===== src/rtl/sram_defs.sv =====
// Shared widths, port ids and the in-flight tag format for the ZBT SRAM arbiter.
package sram_defs;

  localparam int SRAM_AW = 20;
  localparam int SRAM_DW = 32;
  localparam int SRAM_BW = 4;

  localparam logic PORT_A = 1'b0;
  localparam logic PORT_B = 1'b1;

  typedef struct packed {
    logic               valid;
    logic               port;
    logic               we;
    logic [SRAM_DW-1:0] wdata;
  } tag_t;

  localparam int TAG_W = $bits(tag_t);

  localparam tag_t TAG_IDLE = '{valid: 1'b0, port: PORT_A, we: 1'b0, wdata: '0};

  // ZBT byte-write strobes are active-low; reads enable every lane.
  function automatic logic [SRAM_BW-1:0] zbe_of(input logic we, input logic [SRAM_BW-1:0] be);
    return we ? ~be : '0;
  endfunction

endpackage


===== src/rtl/sram_tag_pipe.sv =====
// Fixed-depth shift register of in-flight command tags, one push per cycle, no stall.
// Exposes the write-data tap (stage WR_TAP) and the read-return tap (last stage).
module sram_tag_pipe
  import sram_defs::*;
#(
  parameter int DEPTH  = 4,
  parameter int WR_TAP = 2
) (
  input  logic               clk,
  input  logic               reset,
  input  tag_t               push,
  output logic               wr_vld,
  output logic [SRAM_DW-1:0] wr_dat,
  output logic               rd_vld,
  output logic               rd_port
);

  tag_t stage [DEPTH];

  always_ff @(posedge clk or posedge reset) begin
    if (reset) begin
      for (int i = 0; i < DEPTH; i++) begin
        stage[i] <= TAG_IDLE;
      end
    end else begin
      stage[0] <= push;
      for (int i = 1; i < DEPTH; i++) begin
        stage[i] <= stage[i-1];
      end
    end
  end

  assign wr_vld  = stage[WR_TAP-1].valid & stage[WR_TAP-1].we;
  assign wr_dat  = stage[WR_TAP-1].wdata;
  assign rd_vld  = stage[DEPTH-1].valid & ~stage[DEPTH-1].we;
  assign rd_port = stage[DEPTH-1].port;

endmodule


===== src/rtl/sram_arbiter.sv =====
// Two-port front end for a pipelined ZBT SRAM: A has priority, B is force-granted after STARVE_LIMIT refusals.
// Ready is combinational (one command per cycle); read data returns READ_LAT cycles after accept, write data WR_LAT after the address cycle.
module sram_arbiter
  import sram_defs::*;
#(
  parameter int READ_LAT     = 4,
  parameter int WR_LAT       = 2,
  parameter int STARVE_LIMIT = 8
) (
  input  logic               clk,
  input  logic               reset,
  input  logic               a_req,
  input  logic               a_we,
  input  logic [SRAM_AW-1:0] a_addr,
  input  logic [SRAM_DW-1:0] a_wdata,
  input  logic [SRAM_BW-1:0] a_be,
  output logic               a_ready,
  output logic               a_rvalid,
  output logic [SRAM_DW-1:0] a_rdata,
  input  logic               b_req,
  input  logic               b_we,
  input  logic [SRAM_AW-1:0] b_addr,
  input  logic [SRAM_DW-1:0] b_wdata,
  input  logic [SRAM_BW-1:0] b_be,
  output logic               b_ready,
  output logic               b_rvalid,
  output logic [SRAM_DW-1:0] b_rdata,
  output logic [SRAM_AW-1:0] sram_za,
  output logic               sram_xwa,
  output logic [SRAM_BW-1:0] sram_xzbe,
  output logic [SRAM_DW-1:0] sram_zd_out,
  output logic               sram_zd_oe,
  input  logic [SRAM_DW-1:0] sram_zd_in
);

  localparam int               CNT_W   = $clog2(STARVE_LIMIT + 1);
  localparam logic [CNT_W-1:0] CNT_MAX = CNT_W'(STARVE_LIMIT);

  logic [CNT_W-1:0]   starve_cnt;
  logic               grant_a;
  logic               grant_b;
  tag_t               push;
  logic               wr_vld;
  logic [SRAM_DW-1:0] wr_dat;
  logic               rd_vld;
  logic               rd_port;
  logic [SRAM_DW-1:0] zd_cap;

  always_comb begin
    grant_b = b_req & (~a_req | (starve_cnt == CNT_MAX));
    grant_a = a_req & ~grant_b;
  end

  assign a_ready = grant_a;
  assign b_ready = grant_b;

  // Counts consecutive refused cycles of a pending B request.
  always_ff @(posedge clk or posedge reset) begin
    if (reset) begin
      starve_cnt <= '0;
    end else if (!b_req || grant_b) begin
      starve_cnt <= '0;
    end else if (starve_cnt != CNT_MAX) begin
      starve_cnt <= starve_cnt + 1'b1;
    end
  end

  always_ff @(posedge clk or posedge reset) begin
    if (reset) begin
      sram_za   <= '0;
      sram_xwa  <= 1'b1;
      sram_xzbe <= '1;
    end else if (grant_a) begin
      sram_za   <= a_addr;
      sram_xwa  <= ~a_we;
      sram_xzbe <= zbe_of(a_we, a_be);
    end else if (grant_b) begin
      sram_za   <= b_addr;
      sram_xwa  <= ~b_we;
      sram_xzbe <= zbe_of(b_we, b_be);
    end else begin
      // Idle: a read NOP with all lanes masked; address is left alone.
      sram_xwa  <= 1'b1;
      sram_xzbe <= '1;
    end
  end

  always_comb begin
    push = TAG_IDLE;
    if (grant_a) begin
      push = '{valid: 1'b1, port: PORT_A, we: a_we, wdata: a_wdata};
    end else if (grant_b) begin
      push = '{valid: 1'b1, port: PORT_B, we: b_we, wdata: b_wdata};
    end
  end

  sram_tag_pipe #(
    .DEPTH  (READ_LAT),
    .WR_TAP (WR_LAT)
  ) u_tag_pipe (
    .clk     (clk),
    .reset   (reset),
    .push    (push),
    .wr_vld  (wr_vld),
    .wr_dat  (wr_dat),
    .rd_vld  (rd_vld),
    .rd_port (rd_port)
  );

  // zd_cap samples the pins every edge; the read tap picks up the word captured one edge earlier.
  always_ff @(posedge clk or posedge reset) begin
    if (reset) begin
      sram_zd_oe  <= 1'b0;
      sram_zd_out <= '0;
      zd_cap      <= '0;
      a_rvalid    <= 1'b0;
      a_rdata     <= '0;
      b_rvalid    <= 1'b0;
      b_rdata     <= '0;
    end else begin
      sram_zd_oe <= wr_vld;
      if (wr_vld) begin
        sram_zd_out <= wr_dat;
      end
      zd_cap   <= sram_zd_in;
      a_rvalid <= rd_vld & (rd_port == PORT_A);
      b_rvalid <= rd_vld & (rd_port == PORT_B);
      if (rd_vld && rd_port == PORT_A) begin
        a_rdata <= zd_cap;
      end
      if (rd_vld && rd_port == PORT_B) begin
        b_rdata <= zd_cap;
      end
    end
  end

endmodule


===== config.mk =====
export PLATFORM = sky130hd
export DESIGN_NAME = sram_arbiter
export DESIGN_NICKNAME = d
export VERILOG_FILES = /design/src/rtl/sram_defs.sv /design/src/rtl/sram_tag_pipe.sv /design/src/rtl/sram_arbiter.sv
export SDC_FILE = /design/constraint.sdc
export NUM_CORES = 1
export LEC_CHECK = 0
export ABC_AREA = 1
export CAP_MARGIN = 20
export CORE_ASPECT_RATIO = 2
export CORE_UTILIZATION = 49
export CTS_CLUSTER_DIAMETER = 60
export CTS_CLUSTER_SIZE = 16
export DETAILED_ROUTE_END_ITERATION = 8
export GPL_ROUTABILITY_DRIVEN = 1
export PLACE_DENSITY_LB_ADDON = 0.15
export SETUP_SLACK_MARGIN = 0.1
export SYNTH_ARGS = -nofsm -noshare
export SYNTH_HDL_FRONTEND = slang
export SYNTH_SLANG_ARGS = --single-unit

===== constraint.sdc =====
create_clock -name clk -period 19.8 [get_ports clk]
set_input_delay 1.98 -clock clk [delete_from_list [all_inputs] [get_ports clk]]
set_output_delay 1.98 -clock clk [all_outputs]
set_load 0.005 [all_outputs]

# --- After elaboration in Yosys (flattened, before gate mapping) ---
# Index checks and enable logic that the tools add are counted.
classes:
  add_sub_neg: 1
  mul: 0
  div: 0
  n_lt_le_gt_ge: 0
  eq_ne: 2
  n_shift: 0
  mux: 12
  bitwise: 15
  n_reduce_logical: 6
ops:
  columns: ["operator", "n"]
  rows:
  - ["2-to-1 mux 35 bit", 2]
  - ["2-to-1 mux 20 bit", 2]
  - ["2-to-1 mux 4 bit", 6]
  - ["inverter 4 bit", 2]
  - ["AND 1 bit", 6]
  - ["inverter 1 bit", 6]
  - ["adder 4 x 1 -> 4 bit (second input constant)", 1]
  - ["== test 4 bit (second input constant)", 1]
  - ["!= test 4 bit (second input constant)", 1]
  - ["nonzero test 2 bit", 2]
  - ["logical AND 1 bit", 2]
  - ["2-to-1 mux 1 bit", 2]
  - ["logical NOT 1 bit", 1]
  - ["logical OR 1 bit", 1]
  - ["bitwise OR 1 bit", 1]
totals:
  regBits: 236
  latchBits: 0
  ram_bits: 0
  romBits: 0
  input_bits: 150
  out_inout_bits: 126
  word_cells: 61
  n_memories: 0

# --- Depth between registers and ports, before layout ---
# Gate-level depths: netlist of run 1.
logic_depth:
  depth_word: 6
  mapped_depth: 9
  depth_no_buf: 8

# --- Modules after synthesis ---
# From an unflattened synthesis of run 1, not the netlist that was laid out.
unflattened:
  hier_cells: 738
  hier_area_um2: 8466.9
modules_own_cells:
  columns: ["mod", "n_inst", "cells_each", "area_each_um2", "seq_area_each_um2"]
  rows:
  - ["sram_arbiter", 1, 625, 6303.5, 4010.1]
  - ["sram_tag_pipe", 1, 113, 2163.3, 1901.8]

# --- Least setup slack after synthesis of run 1 ---
# OpenSTA, ideal clock, no wires.
synth_timing:
  path_kind: "in2out"
  start: "input port b_req"
  end: "output port a_ready"
  arrival_time_ps: 2542
  required_time_ps: 17820
  setup_slack_ps: 15278
  path_stages: 5
  path_buffers: 2
  path_cell_list: "buf_4 inv_1 o21ai_2 inv_2 buf_2"
synth_via:
  elab_chain_len: 3
synth_lines:
  columns: ["element", "line", "text"]
  rows:
  - ["start, declared", "sram_arbiter.sv:20", "input logic b_req,"]
  - ["AND 1 bit", "sram_arbiter.sv:50", "grant_b = b_req & (~a_req | (starve_cnt == CNT_MAX));"]
  - ["inverter 1 bit", "sram_arbiter.sv:51", "grant_a = a_req & ~grant_b;"]
  - ["AND 1 bit", "sram_arbiter.sv:51", null]
  - ["end, declared", "sram_arbiter.sv:17", "output logic a_ready,"]
# No other way between the ends.

# --- Worst setup path after layout of run 1 ---
layout_timing:
  start: "input port b_req"
  end: "output port b_ready"
layout_via:
  elab_chain_len: 1
layout_lines:
  columns: ["element", "line", "text"]
  rows:
  - ["AND 1 bit", "sram_arbiter.sv:50", null]
  - ["end, declared", "sram_arbiter.sv:25", "output logic b_ready,"]
# No other way between the ends.

==> key figures, run 1 <==
Outcome
  – Status: complete, no violations

Critical path
  – Max FO, Critical Path: 33
  – Max incr delay on CP: 1090 ps
  – R2r setup slk: 17600 ps
  – WS Path Type: input pin to primary output
  – Worst setup EP type: primary output
  – Crit path launch type: input pin
  – Reg-to-Reg Start: starve_cnt[0]$_DFFE_PP0P_
  – R2r endpoint: u_tag_pipe.stage[129]$_DFF_PP0_
  – Critical path required time: 17820 ps
  – Most frequent CP cell: clkdlybuf4s50_1
  – Cell Chain, Critical Path: clkdlybuf4s50_1 > nand2_2 > inv_2 > buf_4 > clkdlybuf4s50_1
  – Slowest cell on the critical path: clkdlybuf4s50_1
  – Arr. time, crit path: 4590 ps
  – FF-to-FF path depth: 9

Floorplan
  – Core Region: 16400 µm²
  – Starting Density: 50.2%
  – DIE WIDTH: 93.5 µm
  – Die Ht: 185 µm
  – Ports: 276
  – DIE AREA: between 15000 and 20000 µm²
  – # rows: 66

GRT
  – GR Overflow Total: 0
  – Initial antenna violation count: 0
  – Total GRT Usage: 21.7%
  – Vias in the first global route: 6071
  – Largest net degree at the start of global routing: 158
  – First-pass GRT wire length: 29.4 mm

Finish
  – Synthesis-to-finish area growth: 42.1%
  – # diodes: 0
  – Area occupied by multi-input gates: 1910 µm²
  – Layout cells sized above 1: about 4.9%
  – Most frequent cells in the layout: 284 x nand2_1, 275 x clkdlybuf4s50_1, 231 x dfrtp_1, 68 x o21ai_0, 64 x nand3_1
  – Most common cell after layout, fill and taps aside: nand2_1
  – Storage element area: 5910 µm²
  – Fin nets: 1189
  – Fillers: 1226
  – Final Cell Area: roughly 12000 µm²

Synth
  – Synth Register Bits: approximately 240
  – Yosys Warn Count: 0
  – Sequential share of the synthesized area: 72.0%
  – Mapped Area: 8210 µm²
  – Post-Syn Nets: about 900
  – Biggest area consumer among synthesized cells: dfrtp_1
  – Synth area leaders: dfrtp_1 70%, nand2_1 13%, o21ai_0 4.1%
  – Unique masters post-synth: 19
  – Cell count after synthesis: between 700 and 800
  – Top-area cell type share of the netlist area: 70.4%
  – Syn Area/Cell: 10.6 µm²

CTS
  – CTS tree: done
  – Clock transition at path regs: 70 ps
  – Post-CTS Setup Inserts: 0
  – Sink Count: 236
  – CTS Root Cell: clkbuf_16
  – CTS Buf Count: 18
  – H-tree levels: 1
  – Clock buffer depth: 3
  – PostCTS Resize Cnt: 0
  – Hold_buf cts: 0
  – Clock latency on the worst-skew pair: 470 ps

STA
  – Final setup fails: 0
  – Fin crit share: 33.2%
  – Clock Skews: between 10 and 15 ps
  – Unrepaired setup endpoints after global routing: false
  – Final Slew Violations: 0
  – Post-layout min period: 6570 ps
  – Final Hold Fails: 0
  – FMAX: 0.152 GHz
  – Post-route setup TNS: 0 ps
  – Max_slew headroom: 35.7%
  – Slew @ Worst Pin: 965 ps

Pwr
  – Pwr dens: 92.9 nW/µm²
  – VDD IR max: 0.0604 mV
  – NetSw: 249 µW
  – Sw Share: between 20% and 30%
  – Combinational power share: 17.2%
  – P_int: approximately 830 µW
  – Sequential power share: 51.7%
  – LEAKAGE: 0.00559 µW
  – Clk pwr share: between 30% and 40%

Drt
  – Total Wirelength: ~18 mm
  – Vias: 5965
  – Vias per std cell: 4.79
  – Number of remaining DRC errors: 0
  – Iteration count of the initial detailed-routing pass: 4
  – 1st-iter DRT viols: 241
  – Routed wire length per instance: 14.6 µm
  – Antenna Nets Post-Route: 0

Place
  – Routability congestion estimate: roughly 0.83
  – Port buffer count: 275
  – Detail Placement HPWL: roughly 13 mm
  – Post-DP Area: roughly 11000 µm²

Worst hold path
  – Hold EP: u_tag_pipe.wr_dat[26]$_DFF_PP0_
  – Startpoint of the worst hold path: u_tag_pipe.stage[131]$_DFF_PP0_
  – Hold depth: 0
  – Min-Delay Path Class: flop to flop

Run
  – Max-cap violations: 0
## layout make-up
type	count	share of cell area [%]
Clock buffer	24	4.24
Clock inverter	1	0.257
Inverter	53	1.77
Multi-Input combinational cell	444	16.4
Sequential cell	236	50.7
Tap cell	204	2.19
Timing Repair Buffer	284	24.5
## cells in the mapped netlist
cell type / n
dfrtp_1: 231
o21ai_2: 1
nand2_1: 284
xnor2_1: 1
ha_1: 2
or2_2: 8
inv_2: 2
buf_2: 19
buf_6: 3
xor2_1: 1
clkbuf_1: 13
buf_4: 3
nand2_2: 2
inv_1: 51
o21ai_0: 68
dfstp_2: 5
nand3_1: 66
nor2_1: 10
nand3_2: 1
## worst max-delay path: cells and delay by family
kind	cells	cell delay [ps]
buffers and inverters	4	2100
and+or+nand+nor	1	490
## flip-flops by register name, summed over array words and instances (netlist names)
name and count:
u_tag_pipe.wr_dat 32, sram_za 20, a_rdata 32, b_rvalid 1
b_rdata 32, zd_cap 32, sram_xzbe 4, starve_cnt 4
u_tag_pipe.stage 43, sram_zd_out 32, u_tag_pipe.rd_port 1, sram_xwa 1
sram_zd_oe 1, a_rvalid 1
## per-stage QoR
stage / std cells / hold slack (ps) / power, µW / utilization, % / worst slack [ps]
after floorplan: 771 / 331 / 627 / - / 11350
after global placement: 1219 / 331 / 751 / 67.8 / 13320
after detailed placement: 1219 / 335 / 757 / 67.8 / 13280
after CTS: 1244 / 346 / 1100 / 71.0 / 13280
after global routing: 1246 / 351 / 1140 / 71.3 / 13040
final: 1246 / 345 / 1080 / 71.3 / 13230
## power groups by stage
| stage | clock network, µW | logic [µW] | registers, µW |
|---|---|---|---|
| after global routing | 366 | 206 | 566 |
| after detailed placement | 0 | 187 | 569 |
| final | 337 | 186 | 560 |
| after floorplan | 0 | 56.2 | 571 |
| after global placement | 0 | 184 | 567 |
| after CTS | 348 | 188 | 561 |
## routing by layer
layer  track usage (%)  part of all wire, %  up-vias
met5                 0                    0        -
met2              40.1                   53      227
li1                  -                    -     2905
met4              8.55                  3.6        0
met3              4.60                  6.8       42
met1              23.9                   36     2791
## worst max-delay path by stage
stage / from / endpoint / slack, ps / depth (start not counted)
floorplan: reset / a_rdata[0]$_DFFE_PP0P_ / 11350 / 1
global placement: b_req / b_ready / 13320 / 5
detailed placement: b_req / b_ready / 13280 / 5
CTS: b_req / b_ready / 13280 / 5
global route: b_req / b_ready / 13040 / 5
finish: b_req / b_ready / 13230 / 5
## cell families (layout without fill, tap and decap cells)
logic type / count (synthesis) / after routing / share of synthesized area (%)
AO/OA/AOI/OAI: 69 / 69 / 4.25
XOR/XNOR: 2 / 2 / 0.213
adder cells (fa/ha/maj): 2 / 2 / 0.305
buffers and inverters: 91 / 362 / 4.86
flip-flops: 236 / 236 / 72.0
AND/OR/NAND/NOR: 371 / 371 / 18.4
(Power assumes the default switching activity.)
==> inputs of run 2 (changes only) <==
--- a/config.mk
+++ b/config.mk
@@ -8,7 +8,7 @@
 export ABC_AREA = 1
 export CAP_MARGIN = 20
 export CORE_ASPECT_RATIO = 2
-export CORE_UTILIZATION = 49
+export CORE_UTILIZATION = 45
 export CTS_CLUSTER_DIAMETER = 60
 export CTS_CLUSTER_SIZE = 16
 export DETAILED_ROUTE_END_ITERATION = 8
==> constraint.sdc (replaced) <==
create_clock -name clk -period 6.8 [get_ports clk]
set_input_delay 0.68 -clock clk [delete_from_list [all_inputs] [get_ports clk]]
set_output_delay 0.68 -clock clk [all_outputs]
set_load 0.005 [all_outputs]
==> run 2 against run 1 <==
Compared with the run above: clock-buffer cell count grew 1; via count shrank 1.2%; utilization shrank 5.8 points; critical path depth is the same; clock skew shrank 2.8 ps; highest routed layer unchanged; flip-flop and latch count is the same.
==> key figures, run 2 (same netlist as run 1, synthesis figures left out) <==
Drt
  – Routed wire length per instance: 14.7 µm (+0.39%)
  – Number of remaining DRC errors: 0 (unchanged)
  – 1st-iter DRT viols: 260 (+7.9%)
  – Total Wirelength: 18.5 mm (+1.2%)
  – Vias: 5894 (-1.2%)
  – Antenna Nets Post-Route: 0 (unchanged)
  – Vias per std cell: 4.69 (-2.0%)
  – Iteration count of the initial detailed-routing pass: 4 (unchanged)

Finish
  – Final Cell Area: 11700 µm² (-0.12%)
  – Non-filler cells, final: 1256 (+0.80%)
  – Most frequent cells in the layout: 284 x nand2_1, 275 x clkdlybuf4s50_1, 231 x dfrtp_1, 68 x o21ai_0, 64 x nand3_1
  – Layout cells sized above 1: 4.80% (-0.096 points)
  – Fin nets: 1188 (-0.084%)
  – Synthesis-to-finish area growth: 41.9%
  – Most common cell after layout, fill and taps aside: nand2_1
  – Max reg flops: 43 (unchanged)
  – Largest Register: u_tag_pipe.stage

Floorplan
  – # rows: 69 (+4.5%)
  – DIE AREA: 18800 µm² (+8.7%)
  – DIE WIDTH: 97.5 µm (+4.3%)
  – Ports: 276 (unchanged)
  – Core Region: 17800 µm² (+8.8%)
  – Die Ht: 193 µm (+4.3%)
  – Starting Density: 46.2% (-4.0 points)

Run
  – Max-cap violations: 0 (unchanged)

Critical path
  – FF-to-FF path depth: 8 (-1)
  – WS Path Type: input pin to primary output
  – Critical path required time: 6120 ps (-11700 ps)
  – Max FO, Critical Path: 33 (unchanged)
  – Arr. time, crit path: 3730 ps (-860 ps)
  – Worst setup EP type: primary output
  – Crit path launch type: input pin
  – R2r setup slk: 4460 ps (-13140 ps)

GRT
  – Vias in the first global route: 5911 (-2.6%)
  – Total GRT Usage: 19.6% (-2.1 points)
  – GR Overflow Total: 0 (unchanged)
  – First-pass GRT wire length: 29.4 mm (about the same)
  – Largest net degree at the start of global routing: 116 (-27%)
  – Initial antenna violation count: 0 (unchanged)

Place
  – Placed Cells: 1228 (+0.74%)
  – Detail Placement HPWL: 13.5 mm (+3.3%)
  – Port buffer count: 275 (unchanged)
  – Post-DP Area: 11100 µm² (+0.18%)
  – Routability congestion estimate: 0.786 (-5.0%)

Outcome
  – Status: complete, no violations

STA
  – Fin crit share: between 60% and 70%
  – Unrepaired setup endpoints after global routing: false
  – Final Slew Violations: 0 (unchanged)
  – Post-route setup TNS: 0 ps (unchanged)
  – Final Hold Fails: 0 (unchanged)
  – Final setup fails: 0 (unchanged)
  – Clock Skews: 8.82 ps (-2.84 ps)
  – Post-layout min period: roughly 4400 ps
  – FMAX: 0.227 GHz
  – Slew @ Worst Pin: 1010 ps (+42.2 ps)
  – Max_slew headroom: 32.8% (-2.9 points)

Pwr
  – Pwr dens: 272 nW/µm² (+190%)
  – VDD IR max: 0.146 mV (+140%)
  – LEAKAGE: 0.00557 µW (-0.31%)

CTS
  – Sink Count: 236 (unchanged)
  – H-tree levels: 1 (unchanged)
  – Hold_buf cts: 0 (unchanged)
  – PostCTS Resize Cnt: 0 (unchanged)
  – CTS tree: done
  – Clock buffer depth: 3 (unchanged)
  – CTS Root Cell: clkbuf_16
  – Clock latency on the worst-skew pair: 480 ps (about the same)
  – CTS Buf Count: 18 (unchanged)
  – Post-CTS Setup Inserts: 0 (unchanged)
  – Clock transition at path regs: 70 ps (about the same)

Worst hold path
  – Min-Delay Path Class: flop to flop
  – Hold depth: 0 (unchanged)
==> run 2: cell types whose count changed in the layout (fill, tap and decap cells not counted), sizes merged <==
cell,delta
diode,+1
clkinvlp,+1
clkbuf,+1
inv,-1
buf,-1
==> run 2: path summary, 6_finish.rpt <==
| check | startpoint | endpoint |
|---|---|---|
| worst max register to register | starve_cnt[0]$_DFFE_PP0P_ | u_tag_pipe.stage[115]$_DFF_PP0_ |
| worst min register to register | u_tag_pipe.stage[106]$_DFF_PP0_ | u_tag_pipe.wr_dat[1]$_DFF_PP0_ |
| worst max-delay path | a_req | b_ready |
| worst min-delay path | u_tag_pipe.stage[106]$_DFF_PP0_ | u_tag_pipe.wr_dat[1]$_DFF_PP0_ |
| max in group asynchronous | reset | a_rdata[14]$_DFFE_PP0P_ |
| min in group asynchronous | reset | u_tag_pipe.stage[117]$_DFF_PP0_ |
==> run 2: metal layers <==
layer / track usage [%] / wire length [µm] / vias up
li1: - / - / 2905
met1: 21.1 / 6690 / 2745
met2: 38.1 / 10200 / 218
met3: 3.86 / 1140 / 26
met4: 6.45 / 383 / 0
met5: 0 / 0 / -
==> run 2: per-stage QoR <==
step	util (%)	setup slack, ps	total power [µW]	hold slack (ps)
floorplan	-	3030	1830	331
global placement	62.5	2490	2190	332
global route	65.5	2160	3330	351
finish	65.5	2390	3170	346
detailed placement	62.5	2410	2200	335
CTS	65.4	2400	3210	346
==> run 2: cell type report <==
cell class	count	area [µm²]
diodes	1	2.50
clock buffers	25	498
repair buffers	283	2830
inverters	53	203
multi-input cells	444	1910
flip-flops and latches	236	5910
well taps	213	267
clock inverters	1	30.0
fillers	1444	6130
==> run 2: worst max-delay path: stages <==
cell	delay (ps)
clkdlybuf4s50_1	870
nand2_2	600
nand2_2	380
inv_2	550
clkdlybuf4s50_1	620
==> run 2: power breakdown <==
part | switching [µW] | internal (µW) | total [µW]
Sequential | 71.5 | 1560 | 1630
Combinational | 215 | 324 | 538
Clock | 451 | 546 | 997
Total | 737 | 2430 | 3170
==> inputs of run 3 (changes only) <==
==> constraint.sdc (replaced) <==
create_clock -name clk -period 4.3 [get_ports clk]
set_input_delay 0.43 -clock clk [delete_from_list [all_inputs] [get_ports clk]]
set_output_delay 0.43 -clock clk [all_outputs]
set_load 0.005 [all_outputs]
==> run 3 against run 2 <==
Compared with the run above: clock skew fell by 1.8 ps; sequential share of layout area fell by 0.071 points; setup slack got worse by 1200 ps; clock-buffer cell count fell by 1; utilization increased by 0.091 points; final cell count increased by 0.16%; critical path type is now flop to primary output; highest routed layer unchanged.
==> key figures, run 3 (same netlist as run 1, synthesis figures left out) <==
Floorplan
  – Ports: 276 (unchanged)
  – Die Ht: 193 µm (unchanged)
  – # rows: 69 (unchanged)
  – Starting Density: 46.2% (unchanged)
  – Core Region: 17800 µm² (unchanged)
  – DIE AREA: 18800 µm² (unchanged)
  – DIE WIDTH: 97.5 µm (unchanged)

Drt
  – Vias: 5845 (-0.83%)
  – 1st-iter DRT viols: 194 (-25%)
  – Vias per std cell: 4.65 (-0.99%)
  – Routed wire length per instance: 14.5 µm (-1.4%)
  – Total Wirelength: 18.2 mm (-1.2%)
  – Iteration count of the initial detailed-routing pass: 4 (unchanged)
  – Number of remaining DRC errors: 0 (unchanged)
  – Antenna Nets Post-Route: 0 (unchanged)

STA
  – Slew @ Worst Pin: 996 ps (-11.0 ps)
  – Final Hold Fails: 0 (unchanged)
  – Max_slew headroom: 33.5% (+0.73 points)
  – Post-layout min period: 3070 ps
  – Fin crit share: 71.3%
  – Final Slew Violations: 0 (unchanged)
  – Post-route setup TNS: 0 ps (unchanged)
  – Final setup fails: 0 (unchanged)
  – Worst Hold Slack: 238 ps (-108 ps)
  – Post-route setup slack: 1230 ps (-1150 ps)
  – Clock Skews: 6.99 ps (-1.82 ps)
  – FMAX: ~0.33 GHz
  – Unrepaired setup endpoints after global routing: false

Run
  – Max-cap violations: 0 (unchanged)

Pwr
  – LEAKAGE: 0.00559 µW (+0.27%)
  – Combinational power share: 17.0% (about the same)
  – Clk pwr share: 31.3% (-0.2 points)
  – Sequential power share: 51.6% (about the same)
  – Pwr dens: 428 nW/µm² (+57%)
  – NetSw: 1150 µW (+57%)
  – VDD IR max: 0.259 mV (+78%)
  – Sw Share: 23.1% (-0.17 points)
  – P_int: 3840 µW (+58%)

Finish
  – Synthesis-to-finish area growth: 42.1%
  – Storage element area: 5910 µm² (unchanged)
  – Most common cell after layout, fill and taps aside: nand2_1
  – Max reg flops: 43 (unchanged)
  – Largest Register: u_tag_pipe.stage
  – Area occupied by multi-input gates: 1910 µm² (unchanged)
  – Most frequent cells in the layout: 284 x nand2_1, 275 x clkdlybuf4s50_1, 231 x dfrtp_1, 68 x o21ai_0, 64 x nand3_1
  – Layout cells sized above 1: 5.17% (+0.37 points)
  – Final Cell Area: 11700 µm² (+0.14%)
  – Fin nets: 1192 (+0.34%)
  – # diodes: 0 (-1)
  – Fillers: 1475 (+2.1%)

CTS
  – CTS Buf Count: 18 (unchanged)
  – Post-CTS Setup Inserts: 0 (unchanged)
  – Clock latency on the worst-skew pair: 470 ps (about the same)
  – PostCTS Resize Cnt: 0 (unchanged)
  – Hold_buf cts: 0 (unchanged)
  – H-tree levels: 1 (unchanged)
  – Sink Count: 236 (unchanged)
  – CTS tree: done
  – Clock transition at path regs: 70 ps (about the same)
  – Clock buffer depth: 3 (unchanged)
  – CTS Root Cell: clkbuf_16

Outcome
  – Status: complete, no violations

Critical path
  – R2r setup slk: 2050 ps (-2410 ps)
  – R2r endpoint: u_tag_pipe.stage[110]$_DFF_PP0_
  – Reg-to-Reg Start: starve_cnt[0]$_DFFE_PP0P_
  – Max FO, Critical Path: 23 (-30%)
  – FF-to-FF path depth: 9 (+1)
  – WS Path Type: flop to primary output
  – Worst setup EP type: primary output
  – Worst setup path endpoint: b_ready
  – Critical path required time: 3870 ps (-2250 ps)
  – Setup crit start: starve_cnt[0]$_DFFE_PP0P_
  – Crit path launch type: flop
  – Arr. time, crit path: 2640 ps (-1090 ps)

Place
  – Post-DP Area: 11100 µm² (+0.34%)
  – Detail Placement HPWL: 13.5 mm (+0.15%)
  – Port buffer count: 275 (unchanged)
  – Place WS: 1360 ps (-1040 ps)
  – Routability congestion estimate: 0.807 (+2.7%)

GRT
  – GR Overflow Total: 0 (unchanged)
  – First-pass GRT wire length: 29.3 mm (-0.23%)
  – Vias in the first global route: 5825 (-1.5%)
  – Total GRT Usage: 19.6% (-0.044 points)
  – Largest net degree at the start of global routing: 102 (-12%)
  – Initial antenna violation count: 0 (unchanged)

Worst hold path
  – Min-Delay Path Class: input pin to async pin
-- run 3: area by class of cell --
class / instances / share of cell area [%]
clock buffers: 24 / 4.24
clock inverters: 1 / 0.257
inverters: 53 / 1.74
multi-input cells: 444 / 16.4
flip-flops and latches: 236 / 50.7
well taps: 213 / 2.28
repair buffers: 287 / 24.5
-- run 3: how the worst min path moves through the flow --
stage / startpoint / endpoint / slack [ps] / cells past startpoint
finish: reset / sram_za[18]$_DFFE_PP0P_ / 240 / 2
global route: reset / sram_za[16]$_DFFE_PP0P_ / 240 / 2
CTS: reset / sram_za[16]$_DFFE_PP0P_ / 230 / 2
detailed placement: u_tag_pipe.stage[129]$_DFF_PP0_ / u_tag_pipe.wr_dat[24]$_DFF_PP0_ / 330 / 0
global placement: u_tag_pipe.stage[110]$_DFF_PP0_ / u_tag_pipe.wr_dat[5]$_DFF_PP0_ / 330 / 0
floorplan: u_tag_pipe.stage[68]$_DFF_PP0_ / u_tag_pipe.rd_port$_DFF_PP0_ / 330 / 0
-- run 3: stage by stage --
| step | cells | utilization [%] | power [µW] |
|---|---|---|---|
| after floorplan | 771 | - | 2890 |
| after global placement | 1233 | 62.7 | 3470 |
| final | 1258 | 65.6 | 4990 |
| after global routing | 1258 | 65.6 | 5240 |
| after CTS | 1258 | 65.6 | 5070 |
| after detailed placement | 1233 | 62.7 | 3490 |
-- run 3: metal layers --
layer	track usage, %	wire (µm)	up-vias
met1	21.4	6550	2693
met2	37.8	10100	214
met3	4.11	1140	24
met5	0	0	-
met4	5.77	423	0
li1	-	-	2914
-- run 3: worst max-delay path, cell delays in order, from the launching register on --
cell,delay (ps)
dfrtp_1,410
inv_1,70
ha_1,150
nand3_2,120
nand2_2,350
nand2_2,400
inv_2,150
clkdlybuf4s50_1,510
-- run 3: power groups by stage --
stage | clock network, µW | registers (µW) | logic, µW
detailed placement | 0 | 2620 | 866
finish | 1560 | 2580 | 851
floorplan | 0 | 2630 | 259
global placement | 0 | 2610 | 857
global route | 1700 | 2600 | 942
CTS | 1620 | 2580 | 869
